--- src/rtl/mux_sel_pipe.sv ---
// rtl/mux_sel_pipe.sv - NUM_IN:1 word selector with registered valid/ready output and skid buffer
//
// Purpose:
//   Selects in_data word in_sel (or zero when in_sel >= NUM_IN) and hands it
//   downstream through an output register plus one skid register.
//   in_ready depends only on registered state and reset, never on out_ready.
//
// Ports:
//   clk        rising-edge clock
//   reset      synchronous, active-high reset
//   in_data    NUM_IN packed words; word k = in_data[k*N +: N]
//   in_sel     word index, sampled with in_valid
//   in_valid   upstream word valid
//   in_ready   block can accept this cycle
//   out_data   selected word (registered)
//   out_valid  out_data valid
//   out_ready  downstream accepts out_data
//   sel_err    out-of-range select flag for the word on out_data
//
// Configuration macro: MUXP_SEL_ERR_EN
//   defined   -> sel_err travels with each word through OREG/SKID
//   undefined -> sel_err tied 0, flag storage not built

module mux_sel_pipe #(
  parameter int N      = 32,
  parameter int NUM_IN = 16,
  localparam int SEL_W = $clog2(NUM_IN)
) (
  input  logic                clk,
  input  logic                reset,
  input  logic [NUM_IN*N-1:0] in_data,
  input  logic [SEL_W-1:0]    in_sel,
  input  logic                in_valid,
  output logic                in_ready,
  output logic [N-1:0]        out_data,
  output logic                out_valid,
  input  logic                out_ready,
  output logic                sel_err
);

  typedef enum logic [1:0] {
    EMPTY = 2'd0,  // OREG empty, SKID empty
    ONE   = 2'd1,  // OREG full,  SKID empty
    FULL  = 2'd2   // OREG full,  SKID full
  } state_t;

  state_t         state_q, state_d;
  logic [N-1:0]   oreg_q, oreg_d;
  logic [N-1:0]   skid_q, skid_d;
  logic [N-1:0]   sel_word;
  logic           accept, drain;
  logic           oreg_ld_in, oreg_ld_skid, skid_ld;

  // One-hot masked words OR-ed together; an out-of-range select matches no
  // index and therefore yields zero.
  logic [NUM_IN-1:0][N-1:0] masked;

  for (genvar k = 0; k < NUM_IN; k++) begin : g_mux
    assign masked[k] = (in_sel == SEL_W'(k)) ? in_data[k*N +: N] : '0;
  end

  always_comb begin
    sel_word = '0;
    for (int i = 0; i < NUM_IN; i++) begin
      sel_word = sel_word | masked[i];
    end
  end

  assign in_ready  = (state_q != FULL) & ~reset;
  assign out_valid = (state_q != EMPTY);
  assign out_data  = oreg_q;
  assign accept    = in_valid & in_ready;
  assign drain     = out_valid & out_ready;

  always_comb begin
    state_d      = state_q;
    oreg_ld_in   = 1'b0;
    oreg_ld_skid = 1'b0;
    skid_ld      = 1'b0;
    unique case (state_q)
      EMPTY: begin
        if (accept) begin
          state_d    = ONE;
          oreg_ld_in = 1'b1;
        end
      end
      ONE: begin
        if (accept && drain) begin
          oreg_ld_in = 1'b1;
        end else if (accept) begin
          state_d = FULL;
          skid_ld = 1'b1;
        end else if (drain) begin
          state_d = EMPTY;
        end
      end
      FULL: begin
        if (drain) begin
          state_d      = ONE;
          oreg_ld_skid = 1'b1;
        end
      end
      default: state_d = EMPTY;
    endcase
  end

  always_comb begin
    oreg_d = oreg_q;
    skid_d = skid_q;
    if (oreg_ld_in) begin
      oreg_d = sel_word;
    end else if (oreg_ld_skid) begin
      oreg_d = skid_q;
    end
    if (skid_ld) begin
      skid_d = sel_word;
    end
  end

  always_ff @(posedge clk) begin
    if (reset) begin
      state_q <= EMPTY;
      oreg_q  <= '0;
      skid_q  <= '0;
    end else begin
      state_q <= state_d;
      oreg_q  <= oreg_d;
      skid_q  <= skid_d;
    end
  end

`ifdef MUXP_SEL_ERR_EN
  localparam logic [SEL_W:0] NUM_IN_W = (SEL_W+1)'(NUM_IN);

  logic in_err;
  logic oerr_q, oerr_d;
  logic serr_q, serr_d;

  assign in_err = ({1'b0, in_sel} >= NUM_IN_W);

  // Flags follow exactly the same load paths as the data words.
  always_comb begin
    oerr_d = oerr_q;
    serr_d = serr_q;
    if (oreg_ld_in) begin
      oerr_d = in_err;
    end else if (oreg_ld_skid) begin
      oerr_d = serr_q;
    end
    if (skid_ld) begin
      serr_d = in_err;
    end
  end

  always_ff @(posedge clk) begin
    if (reset) begin
      oerr_q <= 1'b0;
      serr_q <= 1'b0;
    end else begin
      oerr_q <= oerr_d;
      serr_q <= serr_d;
    end
  end

  // OREG keeps its last flag after draining, so qualify with out_valid.
  assign sel_err = oerr_q & out_valid;
`else
  assign sel_err = 1'b0;
`endif

endmodule
--- config.mk ---
export PLATFORM = sky130hd
export DESIGN_NAME = mux_sel_pipe
export DESIGN_NICKNAME = d
export VERILOG_FILES = /design/src/rtl/mux_sel_pipe.sv
export SDC_FILE = /design/constraint.sdc
export NUM_CORES = 1
export LEC_CHECK = 0
export ABC_CLOCK_PERIOD_IN_PS = 2000
export CAP_MARGIN = 0
export CORE_AREA = 8 8 208 210
export DETAILED_ROUTE_END_ITERATION = 7
export DIE_AREA = 0 0 216 218
export SKIP_CTS_REPAIR_TIMING = 1
export SLEW_MARGIN = 30
export SYNTH_ARGS = -nofsm -noshare
export SYNTH_HDL_FRONTEND = slang
export SYNTH_SLANG_ARGS = --single-unit
--- constraint.sdc ---
create_clock -name clk -period 2 [get_ports clk]
set_clock_uncertainty 0.15 [all_clocks]
set_input_delay 0.4 -clock clk [delete_from_list [all_inputs] [get_ports clk]]
set_output_delay 0.4 -clock clk [all_outputs]
set_load 0.01 [all_outputs]
==> results.yml, run 1 <==
clock_network:
  clock-sinks: 66
  cts_made_buffers: 9
  clk_latency_ps: 330
  clock_path_buffers: 2
  cts_tree: "built"
  h-tree-depth: 3
  cts-root-buf: "clkbuf_16"
  path_clk_slew_ps: 50
die:
  die_h_um: 218
  die_area_um2: 47100
  fp.dieW_um: 216
  start_util: 0.185
  ios: 555
  num_rows: 74
  core_area_um2: 40200
critical_path:
  slowest_delay_ps: 420
  cp_slowest_cell: "a22oi_2"
  cp-start-kind: "input pin"
  timing.critical_path.buf_inv: 5
  rr_endpoint: "out_data[25]"
  path_class: "in -> reg"
  endpoint_kind: "flop"
  cpLargestDelayFamily: "buffers and inverters"
  required_ps: 2050
  rrSetupSlack_ps: 270
  path_common_cell: "buf_4"
  rr_startpoint: "state_q[1]"
  crit_chain: "buf_12 -> buf_4 -> nor3b_4 -> buf_12 -> buf_4 -> buf_4 -> a22oi_2 -> a31oi_4 -> nor2_2 -> nor4_2"
  path_max_fanout: 12
  cp_data_arrival_time_ps: 2070
  r2r_cells: 7
sta:
  rsz0062_at_grt: "yes"
  finalHoldViolCount: 0
  finalSetupViolations: 2
  fin_ws_ps: -25.3
  fmaxAchievable_ghz: 0.494
  finalSetupTns_ps: -38.9
  drv_slew: 0
  min_period_over_period: 1.01
  min_period_ps: 2030
logic_synthesis:
  async_flop_share: 0
  yosysTopAreaCell: "mux4_2"
  synth_area_leaders: "mux4_2 (20%), dfxtp_1 (18%), nand2_1 (6.0%), mux2_2 (5.0%), a22oi_1 (4.9%)"
  synth_cells: 868
  yosysSeqAreaShare: 0.178
  synth_edf_count: 0
  syn_area_per_cell_um2: 8.57
  synth_nets: 1388
  ys_types: 66
  synthesis.area_um2: 7430
  yosys_warnings: 0
  yosysTopAreaCellShare: 0.203
  synth_top_flop_cell: "dfxtp_1"
  ys_ff_latch: 66
power:
  seqPwrFrac: 0.227
  switching_share: 0.300
  power.density_nw_per_um2: 409
  clockPowerShare: 0.275
  power_switching_mw: 1.91
  combPwrFrac: 0.499
  p_leak_nw: 5.64
  power_mw: 6.35
  p_int_mw: 4.44
  ir_worst_vdd_mv: 0.396
cells_and_area:
  multi_input_area_um2: 5990
  final_common_cell: "clkdlybuf4s50_1"
  regArea_um2: 1320
  finalNonFillerCells: 2055
  final_cell_mix: "clkdlybuf4s50_1 (546), buf_4 (136), nand2_1 (116)"
  drive_above_1_share: 0.262
  syn_to_final_growth_pct: 109
  fin_nets: 2025
  finalCoreUtilization: 0.387
  nFillCells: 4079
global_route:
  met3_usage: 0.0502
  grt_start_max_net_pins: 41
  antenna_found_initial: 14
  grt_pass1_vias: 10644
  grt_first_pass_wirelength_um: 72600
  grt_use_met1: 0.264
  grt_usage: 0.207
  use_met2: 0.337
  gr-total-overflow: 0
  top_usage_layer: "met2"
hold_path:
  min-delay-start: "skid_q[4]"
  hold_path_depth: 2
  whs_endpoint: "skid_q[4]"
  worstHoldPathType: "reg -> reg"
place:
  place_congestion: 0.954
  place_ws_ps: -641
  dpl.hpwl_um: 44700
  port_buffers: 553
  placedCellCount: 2010
drt:
  post-route-drc-count: 0
  drt-initial-drc-count: 666
  routed_via_density: 4.87
  wl_um: 52400
  route.vias.total: 10015
  avgRoutedWirePerCell_um: 25.5
  firstDrtPassIters: 7
  final_antenna_net_count: 0
run_status:
  violations: "negative setup slack"
  outcome: "finished, violations left"
flow_run:
  cap_viol_max_count: 0
-- synth_stat cells, drive strengths merged, types with 2 or more instances --
cell type / number
a32o: 2
a31oi: 24
nand2b: 48
mux2i: 7
nor3b: 8
mux2: 36
nor3: 14
nor2: 88
a311oi: 2
o2111ai: 2
nand3: 9
nor2b: 16
o311ai: 2
a221oi: 10
dfxtp: 66
mux4: 67
buf: 56
nand2: 119
a31o: 6
inv: 4
a32oi: 8
clkbuf: 39
o22a: 3
a21oi: 59
a2111oi: 3
a21o: 2
a211oi: 10
and2: 7
o32ai: 2
nand3b: 8
nor4: 26
o22ai: 30
o21ai: 9
or2: 2
and3b: 5
a22oi: 49
and3: 5
-- worst max-delay path by stage --
stage,cells past startpoint,end,startpoint
floorplan,8,out_data[11],in_sel[0]
global placement,7,out_data[1],in_sel[1]
detailed placement,8,out_data[29],in_sel[3]
CTS,8,out_data[29],in_sel[3]
global route,10,out_data[28],in_sel[0]
finish,10,out_data[29],in_sel[3]
-- kinds of logic after synthesis --
family	count (synthesis)	synth area share
mux	110	0.267
other cells	1	0.000504
buf+inv	99	0.0754
simple gates	360	0.265
flops	66	0.178
compound gates	232	0.214
-- sequential cells by signal, indices dropped and copies added (netlist names) --
signal,cells
out_data,32
skid_q,32
state_q,2
-- power by group through the flow --
stage	registers, mW	logic [mW]	clock network [mW]
3_3_place_gp	1.47	2.95	0
6_report	1.44	3.17	1.75
3_5_place_dp	1.47	2.96	0
5_1_grt	1.45	3.35	1.83
2_1_floorplan	1.49	1.07	0
4_1_cts	1.44	2.97	1.78
-- stage by stage --
| stage | instance area [µm²] | hold WS [ps] |
|---|---|---|
| after floorplan | 7440 | 287 |
| after global placement | 14500 | 291 |
| after detailed placement | 14500 | 297 |
| after CTS | 14800 | 304 |
| after global routing | 15500 | 325 |
| final | 15500 | 303 |
-- routing by layer --
metal  vias to the layer above  part of all wire
met5                         -           0.00025
met4                         2             0.028
met3                        72             0.074
met2                       471              0.48
met1                      4858              0.41
li1                       4612                 -
-- final cells by class --
type / count / share of cell area
antenna: 13 / 0.00209
clock buffer: 10 / 0.0154
clock inverter: 6 / 0.00572
inverter: 4 / 0.000967
multi-input combinational: 703 / 0.386
sequential: 66 / 0.0852
tap: 532 / 0.0429
timing repair buffer: 721 / 0.462
-- worst min-delay path, cell delays in order (launching register included) --
cell and delay [ps]:
dfxtp_1 300, nand2_1 50, a21oi_1 50
Power figures use the tool's default switching activity.
==> run 2: changes to the inputs <==
Settings changed: ABC_CLOCK_PERIOD_IN_PS 2000 to 2300, CORE_AREA 8 8 208 210 to 8 8 211 213, DIE_AREA 0 0 216 218 to 0 0 219 221, SETUP_SLACK_MARGIN from default to 0.05.
Clock period 2 ns to 2.3 ns, I/O delays scaled along.
==> run 2 against run 1 <==
  * Register-to-register slack improved by 260 ps
  * Routed wire length fell by 0.43%
  * Utilization fell by 2.9 points
  * Cell area fell by 4.8%
  * Largest cell class unchanged
  * Cell count fell by 1.6%
  * The run now ends clean
  * Sequential power fell by 13%
  * Non-clock buffer count fell by 33
  * Critical path depth fell by 2
  * Power fell by 16%
  * First-iteration DRC count fell by 15%
  * Clock power fell by 15%
  * Die area rose by 2.8%
  * Highest routed layer unchanged
==> results.yml, run 2 (synthesized netlist as in run 1, its figures left out) <==
drt:
  post-route-drc-count: 0
  route.vias.total: 9763
  wl_um: 52200
  final_antenna_net_count: 0
  avgRoutedWirePerCell_um: 25.8
  drt-initial-drc-count: 566
  routed_via_density: 4.83
  firstDrtPassIters: 6
global_route:
  gr-total-overflow: 0
  grt_first_pass_wirelength_um: 74600
  grt_pass1_vias: 10559
  grt_start_max_net_pins: 47
  antenna_found_initial: 13
  grt_usage: 0.207
power:
  clockPowerShare: 0.279
  p_int_mw: 3.74
  p_leak_nw: 5.35
  power.density_nw_per_um2: 360
  power_switching_mw: 1.58
  switching_share: 0.297
  ir_worst_vdd_mv: 0.252
  combPwrFrac: 0.485
  seqPwrFrac: 0.236
  power_mw: 5.31
cells_and_area:
  nFillCells: 4262
  final_cell_mix: "clkdlybuf4s50_1 (548), nand2_1 (119), buf_4 (116)"
  syn_to_final_growth_pct: 98.8
  drive_above_1_share: 0.213
  fin_nets: 1992
  final_common_cell: "clkdlybuf4s50_1"
sta:
  min_period_ps: 2190
  fmaxAchievable_ghz: 0.457
  worstMarginPinSlew_ps: 559
  drv_slew: 0
  maxSlewHeadroom: 0.626
  holdWs_ps: 303
  min_period_over_period: 0.951
  rsz0062_at_grt: "no"
  finalSetupTns_ps: 0
  fin_ws_ps: 113
  finalSetupViolations: 0
  finalHoldViolCount: 0
place:
  place_ws_ps: -437
  dpl.hpwl_um: 45100
  place_congestion: 0.914
  port_buffers: 553
critical_path:
  cpLargestDelayFamily: "buffers and inverters"
  path_max_fanout: 9
  endpoint_kind: "flop"
  path_common_cell: "buf_4"
  cp-start-kind: "input pin"
  cp_slowest_cell: "mux2_2"
  timing.critical_path.buf_inv: 3
  required_ps: 2340
  cp_data_arrival_time_ps: 2230
  crit_chain: "buf_4 -> buf_4 -> buf_4 -> mux2_2 -> a22oi_2 -> a31oi_4 -> nor2_1 -> nor4_2"
  path_class: "in -> reg"
  slowest_delay_ps: 400
clock_network:
  clock_path_buffers: 2
  h-tree-depth: 3
  clk_latency_ps: 330
  cts_made_buffers: 9
  clock-sinks: 66
  cts-root-buf: "clkbuf_16"
  cts_tree: "built"
  path_clk_slew_ps: 50
die:
  fp.dieW_um: 219
  num_rows: 75
  ios: 555
  die_area_um2: 48400
  die_h_um: 221
  start_util: 0.180
  core_area_um2: 41300
hold_path:
  worstHoldPathType: "reg -> reg"
flow_run:
  cap_viol_max_count: 0
run_status:
  outcome: "complete, no violations"
run 2: cell types whose count changed in the layout (fill, tap and decap cells not counted), sizes merged:
cell and change:
buf -31, clkinv +3, inv -1, diode -7, clkbuf -2, dlymetal6s2s -2
clkinvlp -2, clkdlybuf4s50 +2
run 2: path summary, 6_finish.rpt:
path / from / end / slack (ps) / cells past startpoint
hold / removal: skid_q[23] / skid_q[23] / 300 / 2
setup / recovery: in_sel[1] / out_data[31] / 110 / 8
setup reg to reg: state_q[1] / out_data[16] / 530 / 5
hold reg to reg: skid_q[23] / skid_q[23] / 300 / 2
run 2: power groups by stage:
stage,logic (mW),clock network [mW],registers [mW]
finish,2.58,1.48,1.25
global route,2.74,1.55,1.26
CTS,2.57,1.52,1.25
detailed placement,2.56,0,1.28
global placement,2.55,0,1.27
floorplan,0.926,0,1.29
run 2: metrics by stage:
stage | instances | area, µm² | utilization
after CTS | 2016 | 14700 | 0.356
after global routing | 2022 | 14800 | 0.358
after floorplan | 868 | 7430 | -
after global placement | 2000 | 14400 | 0.348
after detailed placement | 2000 | 14400 | 0.348
final | 2022 | 14800 | 0.358
run 2: worst register-to-register path: stages, from the launching register on:
cell and delay [ps]:
dfxtp_1 460, nor2b_4 230, and2_1 380, a21oi_1 120
a21boi_0 140, a211oi_1 200
run 2: layout make-up:
cell class	count	area [µm²]	area share
Multi-Input combinational cell	703	5640	0.381
Inverter	4	15.0	0.00102
Clock inverter	6	91.3	0.00618
Timing Repair Buffer	688	6800	0.460
Sequential cell	66	1320	0.0895
Tap cell	539	674	0.0456
Clock buffer	10	229	0.0155
Antenna cell	6	15.0	0.00102
run 2: metal layers:
| metal | routed length, µm | GRT usage | up-vias |
|---|---|---|---|
| li1 | - | - | 4524 |
| met1 | 22200 | 0.271 | 4753 |
| met2 | 25500 | 0.349 | 429 |
| met3 | 3710 | 0.0432 | 45 |
| met4 | 730 | 0.0390 | 12 |
| met5 | 69 | 0 | - |
==> run 3: changes to the inputs <==
Settings changed: CORE_AREA 8 8 211 213 to 8 8 208 210, CTS_BUF_LIST from default to sky130_fd_sc_hd__clkbuf_8, DIE_AREA 0 0 219 221 to 0 0 216 218.
==> run 3 against run 2 <==
  * Utilization rose by 0.65 points
  * Global-route usage down 0.19 points
  * Non-clock buffer count increased by 6
  * Critical path depth is 1 lower
  * First-iteration DRC count grew 31%
  * Sequential power about the same
  * Die area shrank 2.7%
  * Power fell by 9.0%
  * Via count about the same
==> results.yml, run 3 (synthesized netlist as in run 1, its figures left out) <==
clock_network:
  clk_latency_ps: 350
  h-tree-depth: 3
  clock-sinks: 66
  cts_tree: "built"
  cts_made_buffers: 9
  path_clk_slew_ps: 90
  clock_path_buffers: 2
  cts-root-buf: "clkbuf_8"
global_route:
  met3_usage: 0.0521
  top_usage_layer: "met2"
  grt_usage: 0.205
  grt_use_met1: 0.257
  antenna_found_initial: 13
  use_met2: 0.336
  grt_start_max_net_pins: 57
  grt_pass1_vias: 10638
  grt_first_pass_wirelength_um: 71700
  gr-total-overflow: 0
cells_and_area:
  finalCoreUtilization: 0.364
  final_common_cell: "clkdlybuf4s50_1"
  fin_nets: 1998
  syn_to_final_growth_pct: 97.0
  finalNonFillerCells: 2026
  final_cell_mix: "clkdlybuf4s50_1 (548), buf_4 (124), nand2_1 (119)"
  postLayoutCellArea_um2: 14600
  drive_above_1_share: 0.214
sta:
  fmaxAchievable_ghz: 0.457
  rsz0062_at_grt: "no"
  drv_slew: 0
  finalSetupViolations: 0
  maxSlewHeadroom: 0.520
  min_period_ps: 2190
  finalSetupTns_ps: 0
  worstMarginPinSlew_ps: 720
  holdWs_ps: 306
  min_period_over_period: 0.952
  finalHoldViolCount: 0
  fin_ws_ps: 111
critical_path:
  endpoint_kind: "flop"
  path_max_fanout: 2
  cp_data_arrival_time_ps: 2290
  cp-start-kind: "input pin"
  required_ps: 2400
  path_class: "in -> reg"
place:
  place_area_um2: 14400
  place_ws_ps: -415
  dpl.hpwl_um: 44500
  port_buffers: 553
  placedCellCount: 1999
  place_congestion: 0.907
hold_path:
  worstHoldPathType: "reg -> reg"
power:
  p_leak_nw: 5.29
  ir_worst_vdd_mv: 0.215
  combPwrFrac: 0.532
  power.density_nw_per_um2: 330
  power_switching_mw: 1.52
  p_int_mw: 3.31
  clockPowerShare: 0.209
  power_mw: 4.83
  switching_share: 0.315
  seqPwrFrac: 0.259
die:
  core_area_um2: 40200
  start_util: 0.185
  die_h_um: 218
  die_area_um2: 47100
  ios: 555
  fp.dieW_um: 216
  num_rows: 74
drt:
  firstDrtPassIters: 5
  post-route-drc-count: 0
  final_antenna_net_count: 0
  drt-initial-drc-count: 743
  wl_um: 51000
  routed_via_density: 4.82
  route.vias.total: 9767
  avgRoutedWirePerCell_um: 25.1
flow_run:
  cap_viol_max_count: 0
run_status:
  outcome: "complete, no violations"
==> run 3: cell types whose count changed in the layout (fill, tap and decap cells not counted), sizes merged <==
cell,delta
buf,+6
clkinv,-2
bufinv,-1
diode,+5
clkinvlp,+3
==> run 3: worst max-delay path, cell delays in order <==
cell and delay (ps):
clkdlybuf4s50_1 480, mux2_2 290, a32o_1 260, a221oi_2 290
buf_4 180, nor4b_4 220, a21oi_1 110
==> run 3: final timing paths <==
| kind | start | endpoint | slack [ps] | cells after the start |
|---|---|---|---|---|
| hold reg to reg | skid_q[11] | skid_q[11] | 310 | 2 |
| hold / removal | skid_q[11] | skid_q[11] | 310 | 2 |
| setup / recovery | in_data[313] | out_data[25] | 110 | 7 |
| setup reg to reg | state_q[1] | out_data[13] | 600 | 5 |
==> run 3: area by class of cell <==
cell class,count,area [µm²]
sequential,66,1320
inverter,4,15.0
clock buffer,10,138
timing repair buffer,694,6820
multi-input combinational,703,5590
fill,4194,25500
tap,532,666
clock inverter,6,66.3
antenna,11,27.5
==> run 3: metal layers <==
metal | vias to the layer above | part of all wire
met2 | 470 | 0.48
li1 | 4537 | -
met5 | - | 0.00053
met3 | 82 | 0.072
met4 | 4 | 0.032
met1 | 4674 | 0.42
==> run 3: power by group through the flow <==
| stage | Sequential (mW) | Combinational [mW] | Clock (mW) |
|---|---|---|---|
| after floorplan | 1.29 | 0.926 | 0 |
| after global placement | 1.27 | 2.55 | 0 |
| after detailed placement | 1.28 | 2.56 | 0 |
| after CTS | 1.25 | 2.57 | 1.03 |
| after global routing | 1.26 | 2.73 | 1.07 |
| final | 1.25 | 2.57 | 1.01 |
